$ cat src/rtl/ped_request_ctrl_pkg.sv
// Shared definitions for the pedestrian request controller and the pedestrian light block.
package ped_request_ctrl_pkg;

  typedef enum logic [1:0] {
    ST_IDLE    = 2'd0,
    ST_PENDING = 2'd1,
    ST_WALK    = 2'd2,
    ST_HOLDOFF = 2'd3
  } ped_state_e;

  localparam int unsigned TIME_W_DEFAULT    = 7;
  // Walk duration the pedestrian light block returns unless reconfigured.
  localparam int unsigned DEFAULT_WALK_TIME = 25;

endpackage : ped_request_ctrl_pkg

$ cat src/rtl/ped_request_ctrl_button_debounce.sv
// Two-flop synchroniser, saturating debounce counter and rising-edge press detector.
module button_debounce #(
  parameter int unsigned DEBOUNCE_CYCLES = 4
) (
  input  logic clk,
  input  logic rst,
  input  logic raw,
  output logic press_pulse,
  output logic level
);

  localparam int unsigned     CW      = $clog2(DEBOUNCE_CYCLES + 1);
  localparam logic [CW-1:0]   CNT_MAX = CW'(DEBOUNCE_CYCLES);

  logic          s1_q;
  logic          s2_q;
  logic [CW-1:0] cnt_q;
  logic [CW-1:0] cnt_d;
  logic          deb_q;
  logic          deb_d;
  logic          deb_prev_q;

  // deb follows the counter's next value so it rises on the same edge cnt saturates.
  always_comb begin
    cnt_d = '0;
    if (s2_q) begin
      cnt_d = (cnt_q == CNT_MAX) ? cnt_q : cnt_q + CW'(1);
    end
    deb_d = s2_q && (cnt_d == CNT_MAX);
  end

  always_ff @(posedge clk or posedge rst) begin
    if (rst) begin
      s1_q       <= 1'b0;
      s2_q       <= 1'b0;
      cnt_q      <= '0;
      deb_q      <= 1'b0;
      deb_prev_q <= 1'b0;
    end else begin
      s1_q       <= raw;
      s2_q       <= s1_q;
      cnt_q      <= cnt_d;
      deb_q      <= deb_d;
      deb_prev_q <= deb_q;
    end
  end

  assign press_pulse = deb_q && !deb_prev_q;
  assign level       = deb_q;

endmodule : button_debounce

$ cat src/rtl/ped_request_ctrl.sv
// Pedestrian request controller: debounced button latch, walk timer and post-walk hold-off.
module ped_request_ctrl
  import ped_request_ctrl_pkg::*;
#(
  parameter int unsigned DEBOUNCE_CYCLES = 4,
  parameter int unsigned HOLDOFF_TICKS   = 5,
  parameter int unsigned TIME_W          = TIME_W_DEFAULT
) (
  input  logic              clk,
  input  logic              rst,
  input  logic              button,
  input  logic              sec_tick,
  input  logic              phase_done,
  input  logic [TIME_W-1:0] load_time,
  output logic              ped_signal,
  output logic              ped_pending,
  output logic [TIME_W-1:0] time_left,
  output logic              ped_done
);

  localparam int unsigned   HW        = $clog2(HOLDOFF_TICKS + 1);
  localparam logic [HW-1:0] HOLD_INIT = HW'(HOLDOFF_TICKS);

  ped_state_e        state_q;
  ped_state_e        state_d;
  logic [TIME_W-1:0] time_left_q;
  logic [TIME_W-1:0] time_left_d;
  logic [HW-1:0]     hold_q;
  logic [HW-1:0]     hold_d;
  logic              queued_q;
  logic              queued_d;
  logic              ped_done_q;
  logic              ped_done_d;

  logic btn_press;
  logic btn_level;
  logic press_evt;

  button_debounce #(
    .DEBOUNCE_CYCLES(DEBOUNCE_CYCLES)
  ) u_debounce (
    .clk        (clk),
    .rst        (rst),
    .raw        (button),
    .press_pulse(btn_press),
    .level      (btn_level)
  );

  assign press_evt = btn_press && btn_level;

  always_comb begin
    state_d     = state_q;
    time_left_d = time_left_q;
    hold_d      = hold_q;
    queued_d    = queued_q;
    ped_done_d  = 1'b0;

    unique case (state_q)
      ST_IDLE: begin
        if (press_evt) begin
          state_d = ST_PENDING;
        end
      end

      ST_PENDING: begin
        if (phase_done) begin
          if (load_time == '0) begin
            state_d    = ST_HOLDOFF;
            hold_d     = HOLD_INIT;
            ped_done_d = 1'b1;
          end else begin
            state_d     = ST_WALK;
            time_left_d = load_time;
          end
        end
      end

      ST_WALK: begin
        if (press_evt) begin
          queued_d = 1'b1;
        end
        if (sec_tick) begin
          if (time_left_q <= TIME_W'(1)) begin
            time_left_d = '0;
            state_d     = ST_HOLDOFF;
            hold_d      = HOLD_INIT;
            ped_done_d  = 1'b1;
          end else begin
            time_left_d = time_left_q - TIME_W'(1);
          end
        end
      end

      ST_HOLDOFF: begin
        if (press_evt) begin
          queued_d = 1'b1;
        end
        // A press landing on the exit tick still counts as queued.
        if (sec_tick) begin
          if (hold_q <= HW'(1)) begin
            hold_d   = '0;
            state_d  = (queued_q || press_evt) ? ST_PENDING : ST_IDLE;
            queued_d = 1'b0;
          end else begin
            hold_d = hold_q - HW'(1);
          end
        end
      end
    endcase
  end

  always_ff @(posedge clk or posedge rst) begin
    if (rst) begin
      state_q     <= ST_IDLE;
      time_left_q <= '0;
      hold_q      <= '0;
      queued_q    <= 1'b0;
      ped_done_q  <= 1'b0;
    end else begin
      state_q     <= state_d;
      time_left_q <= time_left_d;
      hold_q      <= hold_d;
      queued_q    <= queued_d;
      ped_done_q  <= ped_done_d;
    end
  end

  assign ped_signal  = (state_q == ST_WALK);
  assign ped_pending = (state_q == ST_PENDING);
  assign time_left   = time_left_q;
  assign ped_done    = ped_done_q;

endmodule : ped_request_ctrl

$ cat config.mk
export PLATFORM = sky130hd
export DESIGN_NAME = ped_request_ctrl
export DESIGN_NICKNAME = d
export VERILOG_FILES = /design/src/rtl/ped_request_ctrl_pkg.sv /design/src/rtl/ped_request_ctrl_button_debounce.sv /design/src/rtl/ped_request_ctrl.sv
export SDC_FILE = /design/constraint.sdc
export NUM_CORES = 1
export LEC_CHECK = 0
export BUFFER_PORTS_ARGS = -buffer_cell sky130_fd_sc_hd__buf_2
export CORE_MARGIN = 2
export CORE_UTILIZATION = 40
export CTS_BUF_LIST = sky130_fd_sc_hd__clkbuf_8
export DETAILED_ROUTE_END_ITERATION = 10
export SETUP_SLACK_MARGIN = 0.02
export SYNTH_ARGS = -nofsm -noshare
export SYNTH_HDL_FRONTEND = slang
export SYNTH_SLANG_ARGS = --single-unit
$ cat constraint.sdc
create_clock -name clk -period 2.03 [get_ports clk]
set_input_delay 0.406 -clock clk [delete_from_list [all_inputs] [get_ports clk]]
set_output_delay 0.406 -clock clk [all_outputs]
set_load 0.05 [all_outputs]
==> flow_summary.json <==
{
  "grt_max_degree": 22,
  "gr-total-overflow": 0,
  "cp_slowest_cell": "or4b_4",
  "status": "completed",
  "core_area_um2": 3080,
  "dieArea_um2": 3760,
  "antenna_found_initial": 0,
  "synth_edf_count": 0,
  "pwr-share-seq_pct": 27.1,
  "yosysSeqAreaShare_pct": 40.0,
  "rrSetupSlack_ns": 0.12,
  "p_clk_share_pct": 9.9,
  "critPathMaxFanout": 4,
  "postCtsHoldBufs": 0,
  "cts.path.max_buffers": 2,
  "p_sw_uw": 1310,
  "fin_worst_skew_ns": 0.00733,
  "die_w_um": 61.3,
  "grt_use_total_pct": 17.4,
  "end_kind": "flop",
  "portBuffers": 21,
  "synthArstFlopShare_pct": 100,
  "vias": 1079,
  "cp_data_required_time_ns": 2.18,
  "period_needed_ns": 1.91,
  "place.detailed.hpwl_um": 2230,
  "gp_congestion": 0.814,
  "route.detailed.drc": 0,
  "ioPinCount": 22,
  "final_design_area_no_fill_um2": 1620,
  "cts_made_buffers": 3,
  "slew_headroom_pct": 69.4,
  "routed_via_density": 5.24,
  "drive_above_1_share_pct": 34.6,
  "r2r-end": "state_q[0]",
  "period_share_pct": 94.1,
  "finalNetCount": 185,
  "dpl_cell_area_um2": 1580,
  "hold_viol": 0,
  "r2r-start": "state_q[1]",
  "slowest_delay_ns": 0.56,
  "ys_ff_latch": 21,
  "yosys_warnings": 0,
  "multiInputGateArea_um2": 757,
  "hp-class": "in2async",
  "synth_area_um2": 1310,
  "final.setup.tns_ns": 0,
  "postCtsSetupBuffers": 0,
  "slew_violations": 0,
  "p_total_uw": 2730,
  "firstDrtPassIters": 4,
  "antenna_cells": 0,
  "insertion_delay_ns": 0.26,
  "cts_root_buffer": "clkbuf_8",
  "clk_transition_reported_paths_ns": 0.08,
  "rsz0062_at_grt": "no",
  "cp_cell_sequence": "inv_1, ha_1, nor2b_1, or4b_4, mux2_4",
  "detail-route-antenna-nets": 0,
  "areaGrowthSynthToFinish_pct": 23.5,
  "cts_sinks": 21,
  "p_int_uw": 1410,
  "switching_share_pct": 48.2,
  "worstMarginPinSlew_ns": 0.454,
  "tritoncts": "built",
  "crit_type": "reg2reg",
  "synthFlopType": "dfrtp_1",
  "p_leak_uw": 0.000750,
  "synth_fp_nets": 154,
  "htree_levels": 1,
  "comb_power_share_pct": 62.9,
  "grt_pass1_wl_um": 4840,
  "grt_pass1_vias": 1098,
  "start_kind": "flop",
  "fp-row-count": 20,
  "irDropWorstVdd_mv": 0.564,
  "dieHeight_um": 61.3,
  "crit_arrival_ns": 2.06,
  "max_clock_freq_mhz": 523,
  "finalSetupViolCount": 0,
  "whs_ns": 0.161,
  "start_util_pct": 42.7,
  "syn_inst": 132,
  "drt-total-wl_um": 2830,
  "regArea_um2": 532,
  "postSynthAreaPerCell_um2": 9.95,
  "avgRoutedWirePerCell_um": 13.7,
  "synth.distinct_cells": 47,
  "nFillCells": 286,
  "reg2reg_depth": 5,
  "drt_first_iter_violations": 56,
  "cap_violations": 0,
  "power_density_nw_per_um2": 1680
}
==> repair_timing <==
item                                   4_1_cts  5_1_grt
resized for setup                            0        2
setup endpoints to repair                    0        2
endpoints found under the hold margin        0        0
==> Yosys cell counts, drive strengths merged, types with 4 or more instances <==
library cell / instances / area share, %
mux2: 4 / 3.7
a31oi: 4 / 3.0
nor2: 8 / 2.5
mux2i: 4 / 3.0
o22ai: 6 / 2.9
nand2: 4 / 1.1
dfrtp: 21 / 40
o21ai: 5 / 1.9
ha: 10 / 9.5
inv: 18 / 5.1
a221oi: 5 / 3.3
==> sequential cells by signal, summed over array words and instances, names as in the netlist <==
name	count
time_left	7
hold_q	3
u_debounce.cnt_q	3
state_q	2
ped_done	1
queued_q	1
u_debounce.deb_prev_q	1
u_debounce.level	1
u_debounce.s1_q	1
u_debounce.s2_q	1
==> power groups by stage <==
stage               clock network [uW]  logic (uW)  registers [uW]
floorplan                            0        1120             962
global placement                     0        1700             739
detailed placement                   0        1710             748
CTS                                285        1730             739
global route                       301        1880             768
finish                             271        1710             739
==> worst max-delay path, delay by kind of cell (launching register included) <==
family | cells | cell delay, ns
AND/OR/NAND/NOR | 2 | 0.70
flip-flops | 1 | 0.44
multiplexers | 1 | 0.31
adder cells (fa/ha/maj) | 1 | 0.24
buffers and inverters | 1 | 0.11
==> layout make-up <==
type / instances / area share (%)
multi-input combinational: 90 / 46.6
timing repair buffer: 29 / 10.2
sequential: 21 / 32.8
tap: 44 / 3.39
inverter: 18 / 4.16
clock inverter: 1 / 0.308
clock buffer: 3 / 2.54
==> cell families after synthesis <==
family / count (synthesis) / share of synthesized area [%]
adders and majority gates: 10 / 9.52
muxes: 8 / 6.76
AOI/OAI and AO/OA: 34 / 19.6
xor gates and xnor gates: 1 / 0.667
and+or+nand+nor: 37 / 17.3
buffers and inverters: 21 / 6.09
DFF: 21 / 40.0
==> layout by cell type (no fill, tap or decap), drive strengths merged, types with 4 or more instances in the layout <==
cell | netlist | final
nor2 | 8 | 8
o21ai | 5 | 5
o22ai | 6 | 6
inv | 18 | 18
buf | 1 | 29
mux2 | 4 | 4
dfrtp | 21 | 21
a221oi | 5 | 5
nand2 | 4 | 4
ha | 10 | 10
a31oi | 4 | 4
mux2i | 4 | 4
==> per-layer routing <==
layer | wire length [um] | GRT usage, % | vias to the layer above | part of all wire, %
li1 | - | - | 544 | -
met1 | 1260 | 22.0 | 502 | 44
met2 | 1400 | 29.9 | 31 | 50
met3 | 154 | 4.41 | 2 | 5.4
met4 | 16 | 3.73 | 0 | 0.57
met5 | 0 | 0 | - | 0
==> worst max path at each step <==
| stage | startpoint | to | slack, ns | cells after the start |
|---|---|---|---|---|
| final | state_q[1] | state_q[0] | 0.12 | 5 |
| after global routing | state_q[1] | state_q[0] | 0.05 | 6 |
| after CTS | hold_q[1] | state_q[0] | 0.08 | 6 |
| after detailed placement | hold_q[1] | state_q[0] | 0.11 | 6 |
| after global placement | state_q[0] | state_q[1] | 0.12 | 6 |
| after floorplan | time_left[1] | state_q[0] | 0.02 | 6 |
==> metrics by stage <==
step	utilization [%]	instances	worst slack, ns
finish	52.7	206	0.119
global route	52.7	206	0.0504
CTS	52.7	206	0.0847
detailed placement	51.2	202	0.109
global placement	51.2	202	0.123
floorplan	-	132	0.0196
No activity file was read; power rests on OpenSTA's default activity.
